$ cat config.mk
export PLATFORM = sky130hd
export DESIGN_NAME = bitonic_stage_pipe
export DESIGN_NICKNAME = d
export VERILOG_FILES = /design/src/rtl/bitonic_pkg.sv /design/src/rtl/cmp_swap.sv /design/src/rtl/bitonic_stage_pipe.sv
export SDC_FILE = /design/constraint.sdc
export NUM_CORES = 1
export LEC_CHECK = 0
export BUFFER_PORTS_ARGS = -buffer_cell sky130_fd_sc_hd__buf_2
export CAP_MARGIN = 20
export CORE_MARGIN = 10
export CORE_UTILIZATION = 61
export CTS_CLUSTER_DIAMETER = 40
export DETAILED_ROUTE_END_ITERATION = 7
export PLACE_DENSITY = 0.9
export SYNTH_ARGS = -nofsm -noshare
export SYNTH_HDL_FRONTEND = slang
export SYNTH_HIERARCHICAL = 1
export SYNTH_SLANG_ARGS = --single-unit
$ cat constraint.sdc
create_clock -name clk -period 2.7 [get_ports clk]
set_input_delay 0.54 -clock clk [delete_from_list [all_inputs] [get_ports clk]]
set_output_delay 0.54 -clock clk [all_outputs]
set_load 0.05 [all_outputs]
$ cat src/rtl/bitonic_pkg.sv
// Shared definitions for the bitonic compare-exchange stage.
//   is_pow2   : elaboration-time power-of-two test
//   pair_desc : direction of a pair given its lower index, block size and global direction
//   occ_t     : buffered-beat count (0..2)
package bitonic_pkg;

  typedef logic [1:0] occ_t;

  function automatic bit is_pow2(input int v);
    return (v > 0) && ((v & (v - 1)) == 0);
  endfunction

  // 1 = descending pair; blocks with the BLOCK bit set run opposite to the global direction
  function automatic logic pair_desc(input int idx, input int block, input logic desc);
    return logic'((idx & block) != 0) ^ desc;
  endfunction

endpackage

$ cat src/rtl/cmp_swap.sv
// Single compare-exchange element.
//   a, b    : values at the lower / upper index of the pair
//   desc    : 0 = lower index receives the minimum, 1 = lower index receives the maximum
//   lo, hi  : values for the lower / upper index
//   swapped : 1 only when the two values were exchanged (never on equality)
module cmp_swap #(
  parameter int unsigned WIDTH  = 8,
  parameter bit          SIGNED = 1'b0
) (
  input  logic [WIDTH-1:0] a,
  input  logic [WIDTH-1:0] b,
  input  logic             desc,
  output logic [WIDTH-1:0] lo,
  output logic [WIDTH-1:0] hi,
  output logic             swapped
);

  logic a_lt_b;
  logic b_lt_a;

  // Strict compares so equal values never swap
  always_comb begin
    if (SIGNED) begin
      a_lt_b = $signed(a) < $signed(b);
      b_lt_a = $signed(b) < $signed(a);
    end else begin
      a_lt_b = a < b;
      b_lt_a = b < a;
    end
  end

  assign swapped = desc ? a_lt_b : b_lt_a;
  assign lo      = swapped ? b : a;
  assign hi      = swapped ? a : b;

endmodule

$ cat src/rtl/bitonic_stage_pipe.sv
// One compare-exchange stage of a bitonic sorting network with a 2-entry output FIFO.
//   clk, rst_n          : clock, async active-low reset
//   in_valid/in_ready   : input handshake; in_ready = buffer not full
//   in_desc             : global direction sampled with the beat (1 = descending)
//   in_data[0:INDEX-1]  : input elements
//   out_valid/out_ready : output handshake; out_valid = buffer not empty
//   out_data, out_swap  : head beat and its per-pair swap flags
//   occupancy           : buffered beats, 0..2
module bitonic_stage_pipe
  import bitonic_pkg::*;
#(
  parameter int unsigned WIDTH  = 8,
  parameter int unsigned INDEX  = 8,
  parameter int unsigned BLOCK  = 8,
  parameter int unsigned DIST   = 4,
  parameter bit          SIGNED = 1'b0
) (
  input  logic               clk,
  input  logic               rst_n,
  input  logic               in_valid,
  output logic               in_ready,
  input  logic               in_desc,
  input  logic [WIDTH-1:0]   in_data  [0:INDEX-1],
  output logic               out_valid,
  input  logic               out_ready,
  output logic [WIDTH-1:0]   out_data [0:INDEX-1],
  output logic [INDEX/2-1:0] out_swap,
  output occ_t               occupancy
);

  localparam int unsigned NPAIR = INDEX / 2;

  // Parameter sanity checks
  if (!is_pow2(int'(INDEX)) || INDEX < 2 || !is_pow2(int'(BLOCK)) || BLOCK < 2 ||
      BLOCK > INDEX || !is_pow2(int'(DIST)) || DIST > BLOCK / 2) begin : g_bad_param
    $error("bitonic_stage_pipe: illegal INDEX/BLOCK/DIST combination");
  end

  logic [WIDTH-1:0] cmp_data [0:INDEX-1];
  logic [NPAIR-1:0] swap_c;

  // Pair p maps to the p-th index with the DIST bit clear, partnered with index+DIST
  for (genvar p = 0; p < int'(NPAIR); p++) begin : g_pair
    localparam int unsigned LO = (p / DIST) * 2 * DIST + (p % DIST);
    localparam int unsigned HI = LO + DIST;

    cmp_swap #(
      .WIDTH  (WIDTH),
      .SIGNED (SIGNED)
    ) u_cs (
      .a       (in_data[LO]),
      .b       (in_data[HI]),
      .desc    (pair_desc(int'(LO), int'(BLOCK), in_desc)),
      .lo      (cmp_data[LO]),
      .hi      (cmp_data[HI]),
      .swapped (swap_c[p])
    );
  end

  logic [WIDTH-1:0] buf_data [2][0:INDEX-1];
  logic [NPAIR-1:0] buf_swap [2];
  logic             wr_ptr;
  logic             rd_ptr;
  occ_t             occ;
  logic             push;
  logic             pop;

  assign in_ready  = (occ != 2'd2);
  assign out_valid = (occ != 2'd0);
  assign push      = in_valid & in_ready;
  assign pop       = out_valid & out_ready;

  // 2-entry FIFO: storage, pointers and occupancy
  always_ff @(posedge clk or negedge rst_n) begin
    if (!rst_n) begin
      wr_ptr <= 1'b0;
      rd_ptr <= 1'b0;
      occ    <= 2'd0;
      for (int e = 0; e < 2; e++) begin
        buf_swap[e] <= '0;
        for (int k = 0; k < int'(INDEX); k++) begin
          buf_data[e][k] <= '0;
        end
      end
    end else begin
      if (push) begin
        buf_data[wr_ptr] <= cmp_data;
        buf_swap[wr_ptr] <= swap_c;
        wr_ptr           <= ~wr_ptr;
      end
      if (pop) begin
        rd_ptr <= ~rd_ptr;
      end
      case ({push, pop})
        2'b10:   occ <= occ + 2'd1;
        2'b01:   occ <= occ - 2'd1;
        default: occ <= occ;
      endcase
    end
  end

  assign out_data  = buf_data[rd_ptr];
  assign out_swap  = buf_swap[rd_ptr];
  assign occupancy = occ;

endmodule

==> results of run 1 <==
## synth_stat cells, drive strengths merged
cell	number	share of area, %
mux2	268	40
dfrtp	140	43
inv	36	1.6
ha	33	5.0
buf	25	3.4
a21oi	12	0.73
nand2	9	0.41
a211oi	8	1.6
nand4	8	0.61
nor2	5	0.23
a21o	4	0.37
nor2b	4	0.67
o211a	4	0.49
o211ai	4	0.61
o21ai	4	0.24
clkbuf	3	0.14
xnor2	3	0.32
xor2	2	0.21
and2	1	0.076
and3	1	0.076
and3b	1	0.11
nand2b	1	0.17
or2	1	0.076
## cell type report
class / count / area share (%)
Multi-Input combinational cell: 373 / 44.1
Sequential cell: 140 / 36.0
Timing Repair Buffer: 154 / 9.10
Clock buffer: 20 / 4.69
Clock inverter: 12 / 2.48
Tap cell: 176 / 2.26
Inverter: 36 / 1.39
## layout by cell type (no fill, tap or decap), drive strengths merged
cell / count
clkinv: 4
o211ai: 4
inv: 36
bufinv: 7
clkbuf: 20
buf: 154
a21oi: 12
nand2: 9
and2: 1
xnor2: 3
nand2b: 1
or2: 1
nor2b: 4
xor2: 2
and3: 1
a211oi: 8
clkinvlp: 1
mux2: 268
nand4: 8
a21o: 4
and3b: 1
o211a: 4
ha: 33
o21ai: 4
dfrtp: 140
nor2: 5
## worst max-delay path by stage
| stage | to | slack, ns | depth (start not counted) |
|---|---|---|---|
| 6_report | out_data[25] | 0.23 | 3 |
| 3_3_place_gp | buf_data[116]$_DFFE_PN0P_ | 0.07 | 10 |
| 4_1_cts | out_swap[0] | 0.21 | 3 |
| 3_5_place_dp | buf_data[36]$_DFFE_PN0P_ | -0.05 | 10 |
| 5_1_grt | out_swap[0] | 0.16 | 3 |
| 2_1_floorplan | buf_data[16]$_DFFE_PN0P_ | 0.18 | 9 |
## through the flow
step | instance area [um^2] | setup TNS, ns | std cells | utilization, % | hold slack (ns)
5_1_grt | 9740 | 0 | 911 | 73.6 | 0.0943
2_1_floorplan | 8220 | 0 | 577 | - | 0.244
3_5_place_dp | 9040 | -0.527 | 879 | 68.3 | 0.490
4_1_cts | 9740 | 0 | 911 | 73.6 | 0.0794
3_3_place_gp | 9040 | 0 | 879 | 68.3 | 0.477
6_report | 9740 | 0 | 911 | 73.6 | 0.0501
## cells by family (layout without fill, tap and decap cells)
family	Yosys count	in the layout	synth area share [%]
AOI/OAI and AO/OA	36	36	4.02
xor gates and xnor gates	5	5	0.533
adders and majority gates	33	33	5.03
buffers and inverters	64	222	5.16
DFF	140	140	42.6
muxes	268	268	40.2
and+or+nand+nor	31	31	2.42
## sequential cells by signal, indices dropped and copies added (netlist names)
register / cells
wr_ptr: 1
buf_data: 128
buf_swap: 8
rd_ptr: 1
occupancy: 2
## routing by layer
layer  track usage [%]  wire (um)
met1              22.7       7330
met2              36.8       9990
met3              6.16       1100
met4              8.28        380
met5                 0          0
## worst max-delay path, cell delays in order, from the launching register on
cell	delay [ns]
dfrtp_2	0.35
buf_4	0.48
mux2_2	0.42
buf_2	0.22
==> results.md, run 1 <==
Floorplanning:
- The die covers 0.0185 mm^2.
- The number of top-level pins is 141.
- The chip height is 136 um.
- The starting density of the core is 62.0%.
- The core box area is 0.0132 mm^2.
- The chip width is 136 um.
- After floorplanning, the core was divided into 42 placement rows.

STA:
- In this run the tightest slew margin relative to its limit is 60.8%.
- The highest clock frequency the design can meet is 0.405 GHz.
- The final critical path takes up 91.5% of the cycle.
- The setup violation total in the final timing report is 0.
- For the pin with the worst max-slew slack, the measured transition is 0.588 ns.
- Setup repair after global routing left no endpoint under its margin.
- The worst path in the final design needs a cycle of 2.47 ns, including I/O delays and setup.
- The number of max-slew violations in the final report is 0.
- The worst path meets setup with 0.230 ns of slack.
- On the final layout, the worst clock skew is 0.0131 ns.
- The final hold violation count is 0.

Finish:
- The area taken by multi-input logic gates is 0.00430 mm^2.
- The number of antenna diodes in the final layout is 0.
- The count of nets after finishing is 824.
- The area growth from synthesis to layout is 18.6%.
- The post-route netlist has 63.9% of its cells at a drive strength greater than 1.
- After filler insertion, the fill cell instance count of the layout stands at 874.
- The footprint of the flip-flops and latches is 0.00350 mm^2.

Global route:
- The first global-routing pass estimated 30100 um of wire.
- In the global route stage, overall resource usage came out at 20.7%.
- Entering global routing, the biggest net connects 69 pins.
- The via count of the first global-routing pass was 5931.
- The number of antenna violations at the first check in global routing was 0.
- The total global routing overflow is 0.

Routing:
- In this run, the number of DRC markers left after iteration 0 of detailed routing was 235.
- The routed length per placed instance is 20.6 um.
- For this run, design rule violations remaining after detail routing come to 0.
- Wires add up to 18800 um.
- The count of nets left with antenna violations once routing finished came out at 0.
- The detailed router placed 5196 vias in this run.
- The via-per-instance ratio is 5.70.
- The iteration count of the initial detailed-routing pass is 4.

Critical path:
- The endpoint of the worst register-to-register path is buf_data[18]$_DFFE_PN0P_.
- At the worst endpoint, the arrival time is 1.93 ns.
- The timing startpoint of the critical path is rd_ptr$_DFFE_PN0P_.
- The minimum setup slack among reg-to-reg paths is 0.86 ns.
- The element type at the critical path start is a register.
- Along the worst path, the maximum fanout reaches 39.
- The category of the critical setup timing path is register to output pin.
- At the worst endpoint, the required time is 2.16 ns.
- The worst register-to-register path has a depth of 4.
- The worst setup path is captured at an output pin.
- The launching point of the worst reg2reg path is occupancy[0]$_DFFE_PN0P_.

Status:
- The flow ran to the end, and the final reports show no timing, DRC or antenna violations.

Yosys:
- The synthesized design contains 140 register bits.
- The net count of the mapped netlist is 679.
- The mean area per synthesized cell is 14.2 um^2.
- In the synthesized netlist, the number of instances is 577.
- Sequential cells were found to cover 42.6% of the synthesized design area.
- After synthesis the cells add up to 0.00822 mm^2.
- The total of warnings raised by yosys is 6.
- The unique cell type count in the Yosys netlist is 30.

Clock network:
- The post-CTS clock slew at the launch and capture registers of the worst setup and hold paths is 0.07 ns.
- After clock tree synthesis, the repair step resized 0 gates.
- The number of levels the H-tree was split into is 4.
- The number of CTS-inserted buffers is 17.
- The CTS tree is done.
- The tree is rooted in a clkbuf_16.
- The maximum count of clock buffers along a single path is 2.
- The hold-fix buffer count after cts is 0.
- The later pin in the worst-skew pair is clocked with a latency of 0.43 ns.
- The clock net in this run drives a total of 140 sinks.
- Buffers added to address setup during post-CTS repair amount to 0.

Run:
- The count of max-cap constraint violations is 0.

Place:
- The placement-stage worst setup slack is -0.0456 ns.
- The number of buffers inserted by port buffering is 140.
- The routability congestion estimate from global placement is 0.850.
- Summed over all nets, the half-perimeter wirelength after detailed placement is 13100 um.

Worst hold path:
- The type of the worst min-delay path is primary input to async pin.
Power of run 1 is not shown: default switching activity piles up to over one toggle a cycle in this logic, so the estimate is an artifact.
==> run 2, diff against run 1 <==
CORE_ASPECT_RATIO = 0.9   (was not set)
SKIP_CTS_REPAIR_TIMING = 1   (was not set)
==> results.md, run 2 (same netlist as run 1, synthesis figures left out) <==
Routing:
- The via-per-instance ratio is 5.62.
- Detailed routing placed a total of 932 um of wire on met3.
- The first routing iteration left 235 violations.
- The post-detailed-route DRC marker count is 0.
- The iteration count of the initial detailed-routing pass is 4.
- Wires add up to 18200 um.
- The detailed router put a total of 8070 um of wire on met1.
- The detailed-route via count is 5090.
- The highest layer touched by signal routing is met4.
- In the final routed layout, each cell accounts on average for 20.1 um.
- Once detail routing completed, the nets flagged for antenna violations numbered 0.
- The detailed-routed wire length on met2 is 8990 um.

Floorplanning:
- The floorplan has 40 rows.
- The chip width is 142 um.
- The floorplan step defined a die boundary enclosing 0.0185 mm^2.
- In this run the vertical extent of the chip is 130 um.
- During I/O placement, the number of pins put on the boundary was 141.
- The core box area is 0.0133 mm^2.
- The starting density of the core is 62.0%.

STA:
- Setup repair after global routing left no endpoint under its margin.
- The highest clock frequency the design can meet is 0.410 GHz.
- The pin slew with the least headroom to its limit is 0.543 ns.
- The number of max-slew violations in the final report is 0.
- The clock period minus worst slack is 2.44 ns.
- The final hold violation count is 0.
- The final-layout setup total negative slack is 0 ns.
- In this run the tightest slew margin relative to its limit is 63.8%.
- On the final layout, the worst clock skew is 0.00894 ns.
- The final worst-path cycle share is 90.3%.
- The setup violation total in the final timing report is 0.

Finish:
- The area growth from synthesis to layout is 17.0%.
- The library cell used most frequently in the layout, excluding fill and tap cells, is mux2_2.
- At the end of the flow, the number of nets in the layout was 827.
- The antenna diode count is 0.
- Ranked by flip-flop count, first place goes to buf_data.
- The register with the most flip-flops in the layout has 128 of them.
- In the layout the commonest cells are mux2_2, dfrtp_1, buf_2, mux2_4, inv_1.
- The count of cells in the finished layout, fillers not included, comes to 906.
- The share of final-layout standard cells stronger than drive strength 1 is 63.8%.

Run:
- The count of max-cap constraint violations is 0.

Clock network:
- The tree built by TritonCTS fans out to 140 sinks.
- Clock-pin slew was measured on the worst setup and hold paths at 0.06 ns.
- In this run the number of H-tree levels came out at 4.
- In this run, CTS created clock tree buffers numbering 17.
- The cell sitting at the root of the clock tree is a clkbuf_16.
- For the worst-skew pair, the clock arrives at the later sink with an insertion delay of 0.42 ns.
- The CTS tree is done.
- The clock passes through at most 2 buffers.

Critical path:
- The worst register-to-register path has a depth of 4.
- For flop-to-flop paths, the worst setup slack is 0.96 ns.
- The startpoint identified for the worst register-to-register timing path is occupancy[0]$_DFFE_PN0P_.
- The arrival time of data at the critical path endpoint is 1.90 ns.
- STA classifies the critical path startpoint as a register.
- The nature of the critical path endpoint is an output pin.
- The category of the critical setup timing path is register to output pin.
- In this run the worst path has a maximum fanout of 37.
- The critical path data required time is 2.16 ns.
- The worst register-to-register path ends at buf_data[20]$_DFFE_PN0P_.

Status:
- The flow ran to the end, and the final reports show no timing, DRC or antenna violations.

Global route:
- The number of antenna violations at the first check in global routing is 0.
- The pin count of the biggest net entering global routing is 69.
- The first-pass GRT wire length is 29500 um.
- The global-route usage over all layers is 19.9%.
- The via count of the first global-routing pass is 5841.
- The total global routing overflow is 0.

Place:
- Counting tap cells, the placed design contains a total of 874 instances.
- The routability congestion estimate from global placement is 0.812.
- The half-perimeter wire length after placement is 12700 um.
- Port buffering added 140 buffers.

Worst hold path:
- The type of the worst min-delay path is primary input to async pin.
==> run 2: cell types whose count changed in the layout (fill, tap and decap cells not counted), sizes merged <==
cell	previous run	this run
clkbuf	20	25
buf	154	157
clkinv	4	5
clkinvlp	1	0
bufinv	7	2
==> run 2: layout make-up <==
cell class,count,area (um^2)
clock inverter,7,85.1
multi-input combinational,373,4300
inverter,36,135
fill,879,3650
sequential,140,3500
timing repair buffer,157,872
clock buffer,25,505
tap,168,210
==> run 2: metrics by stage <==
stage / hold WS (ns) / cell area [um^2] / util (%) / setup slack (ns)
2_1_floorplan: 0.244 / 8220 / - / 0.182
3_3_place_gp: 0.466 / 9020 / 68.0 / 0.104
3_5_place_dp: 0.484 / 9020 / 68.0 / 0.00371
4_1_cts: 0.0357 / 9610 / 72.5 / 0.254
5_1_grt: 0.0506 / 9610 / 72.5 / 0.211
6_report: 0.0307 / 9610 / 72.5 / 0.261
==> run 2: per-layer routing <==
layer	track usage, %	up-vias
met1	23.6	2598
met2	34.0	111
met3	5.56	12
li1	-	2369
met5	0	-
met4	6.90	0
==> run 2: worst max path at each step <==
stage | slack, ns | end | cells after the start | startpoint
floorplan | 0.18 | buf_data[16]$_DFFE_PN0P_ | 9 | in_data[49]
global placement | 0.10 | buf_data[33]$_DFFE_PN0P_ | 10 | in_data[39]
detailed placement | 0.004 | buf_data[35]$_DFFE_PN0P_ | 10 | in_data[39]
CTS | 0.25 | out_data[61] | 3 | rd_ptr$_DFFE_PN0P_
global route | 0.21 | out_data[61] | 3 | rd_ptr$_DFFE_PN0P_
finish | 0.26 | out_data[61] | 3 | rd_ptr$_DFFE_PN0P_
==> run 2: worst max-delay path: stages (launching register included) <==
cell and delay (ns):
dfrtp_2 0.35, buf_4 0.44, mux2_2 0.42, buf_2 0.22
Power of run 2 is left out for the same reason.
==> run 3, diff against run 2 <==
--- a/config.mk
+++ b/config.mk
@@ -11,6 +11,6 @@
 export CORE_MARGIN = 10
-export CORE_UTILIZATION = 61
+export CORE_UTILIZATION = 45
 export CTS_CLUSTER_DIAMETER = 40
 export DETAILED_ROUTE_END_ITERATION = 7
-export PLACE_DENSITY = 0.9
+export PLACE_DENSITY = 0.7
 export SKIP_CTS_REPAIR_TIMING = 1
==> constraint.sdc (replaced) <==
create_clock -name clk -period 2.7 [get_ports clk]
set_input_delay 0.135 -clock clk [delete_from_list [all_inputs] [get_ports clk]]
set_output_delay 0.135 -clock clk [all_outputs]
set_load 0.05 [all_outputs]
==> results.md, run 3 (same netlist as run 1, synthesis figures left out) <==
Status:
- The flow ran to the end, and the final reports show no timing, DRC or antenna violations.

Clock network:
- The master cell of the clock root buffer is clkbuf_16.
- Clock-pin slew was measured on the worst setup and hold paths at 0.06 ns.
- The clock tree synthesis step divided the H-tree into 4 levels.
- The CTS tree is done.
- Clock tree synthesis inserted a total of 17 buffers.
- The longest clock path from root to sink contains 2 buffers.
- The insertion delay to the later sink of the worst-skew pair is 0.41 ns.
- The number of sinks driven by the clock tree is 140.

Worst hold path:
- The startpoint of the tightest hold check path is in_valid.
- For hold timing, the worst endpoint is wr_ptr$_DFFE_PN0N_.
- The worst hold path belongs to the class primary input to register.
- The number of cells on the worst hold path is 3.

STA:
- Static timing analysis puts the maximum clock frequency at 0.440 GHz.
- The number of max-slew violations in the final report is 0.
- Setup violations remaining at the end of the flow were counted as 0.
- The final hold violation count was 0.
- The clock tree skew after final layout is 0.00885 ns.
- The final-layout setup total negative slack is 0 ns.
- The relative slew slack is 55.2%.
- The final worst-path cycle share is 84.1%.
- Setup repair after global routing left no endpoint under its margin.
- For the pin with the worst max-slew slack, the measured transition is 0.672 ns.
- The clock period could shrink to 2.27 ns.

Critical path:
- The maximum net fanout on the critical path is 40.
- The nature of the critical path endpoint is an output pin.
- The library cell contributing the largest single delay on the critical path is dfrtp_4.
- For this run, the slowest stage of the critical path takes 0.73 ns.
- The timing startpoint of the critical path is rd_ptr$_DFFE_PN0P_.
- The top cell family by delay on the critical path is flip-flops.
- The arrival time of data at the critical path endpoint is 2.14 ns.
- At the worst endpoint, the required time is 2.57 ns.
- The endpoint of the worst register-to-register path is buf_swap[4]$_DFFE_PN0P_.
- In this run the register-to-register setup slack is 0.96 ns.
- The signal on the critical path passes through buf_12 > mux2_2 > buf_2.
- The worst setup path is launched from a register.
- The category of the critical setup timing path is register to output pin.
- The critical path crosses 3 cells after its start point.
- The launching point of the worst reg2reg path is occupancy[0]$_DFFE_PN0P_.
- The cell depth of the worst flop-to-flop path is 4.
- The worst path buffer plus inverter count is 2.

Routing:
- The number of routed nets with antenna violations is 0.
- Dividing the detail-routed wire length by the instance count gives 18.5 um.
- The post-detailed-route DRC marker count is 0.
- The via-per-instance ratio is 5.22.
- In this run, the number of DRC markers left after iteration 0 of detailed routing was 225.
- The total wire length is 18000 um.
- The detailed-route via count is 5093.
- The first TritonRoute pass finished after 4 iterations.

Finish:
- The number of fill cells is 1489.
- The register with the most flip-flops in the layout has 128 of them.
- Relative to the synthesized area, the layout overhead comes to 17.3%.
- Leaving out fill and tap cells, the most frequent cells in the layout are mux2_2, dfrtp_1, buf_2, mux2_4, inv_1.
- The register name with the most flops is buf_data.
- The library cell used most frequently in the layout, excluding fill and tap cells, is mux2_2.
- The count of nets after finishing is 823.
- The post-route netlist has 63.1% of its cells at a drive strength greater than 1.

Global route:
- The via count of the first global-routing pass is 5898.
- The first global-routing pass estimated 29500 um of wire.
- The pin count of the biggest net entering global routing is 72.
- The global-route usage over all layers is 15.2%.
- The number of antenna violations at the first check in global routing was 1.
- For this run the aggregate overflow at the end of global routing stands at 0.

Floorplanning:
- The core region is 0.0178 mm^2.
- The number of standard-cell rows in the floorplan is 46.
- The die covers 0.0241 mm^2.
- The starting density of the core is 46.2%.
- During I/O placement, the number of pins put on the boundary was 141.
- In this run the horizontal extent of the chip is 162 um.
- The die is 148 um tall.

Place:
- The number of buffers inserted by port buffering is 140.
- At the end of routability-driven placement, the weighted congestion stood at 0.774.
- The half-perimeter wire length after placement is 12600 um.

Run:
- The count of max-cap constraint violations is 0.
## run 3: changes by cell type in the layout (fill, tap and decap cells not counted)
cell,before,now
buf_4,14,8
clkbuf_8,5,2
clkinv_2,5,4
dfrtp_2,1,0
dlygate4sd3_1,0,1
diode_2,0,1
clkinvlp_4,0,2
dfrtp_4,0,1
clkbuf_1,3,6
buf_12,3,4
bufinv_16,2,1
## run 3: stage by stage
step,hold slack [ns],setup slack [ns],instances,utilization (%),instance area [um^2]
2_1_floorplan,-0.161,0.587,577,-,8220
3_3_place_gp,0.178,0.430,941,51.1,9090
3_5_place_dp,0.184,0.371,941,51.1,9090
4_1_cts,-0.267,0.406,973,54.1,9630
5_1_grt,0.0372,0.357,974,54.2,9640
6_report,0.0470,0.429,975,54.2,9640
## run 3: worst max path at each step
stage                                endpoint  slack (ns)
finish                           out_data[47]        0.43
detailed placement   buf_data[79]$_DFFE_PN0P_        0.37
floorplan            buf_data[16]$_DFFE_PN0P_        0.59
global route                     out_data[47]        0.36
global placement    buf_data[124]$_DFFE_PN0P_        0.43
CTS                              out_data[47]        0.41
## run 3: area by class of cell
| class | instances | area [um^2] | area share [%] |
|---|---|---|---|
| flip-flops and latches | 140 | 3510 | 36.4 |
| clock inverters | 7 | 65.1 | 0.675 |
| diodes | 1 | 2.50 | 0.0260 |
| repair buffers | 153 | 857 | 8.89 |
| inverters | 36 | 135 | 1.40 |
| multi-input cells | 373 | 4300 | 44.6 |
| well taps | 240 | 300 | 3.11 |
| clock buffers | 25 | 475 | 4.93 |
## run 3: layer usage
layer  vias up  wire length [um]  track usage [%]
li1       2368                 -                -
met1      2585              7630             17.2
met2       120              8950             25.6
met3        20              1190             5.85
met4         0               238             5.14
met5         -                 0                0
## run 3: tightest hold or removal path: stages
cell,delay (ns)
buf_2,0.12
nand2_1,0.10
xnor2_1,0.07
Power of run 3 is left out for the same reason.
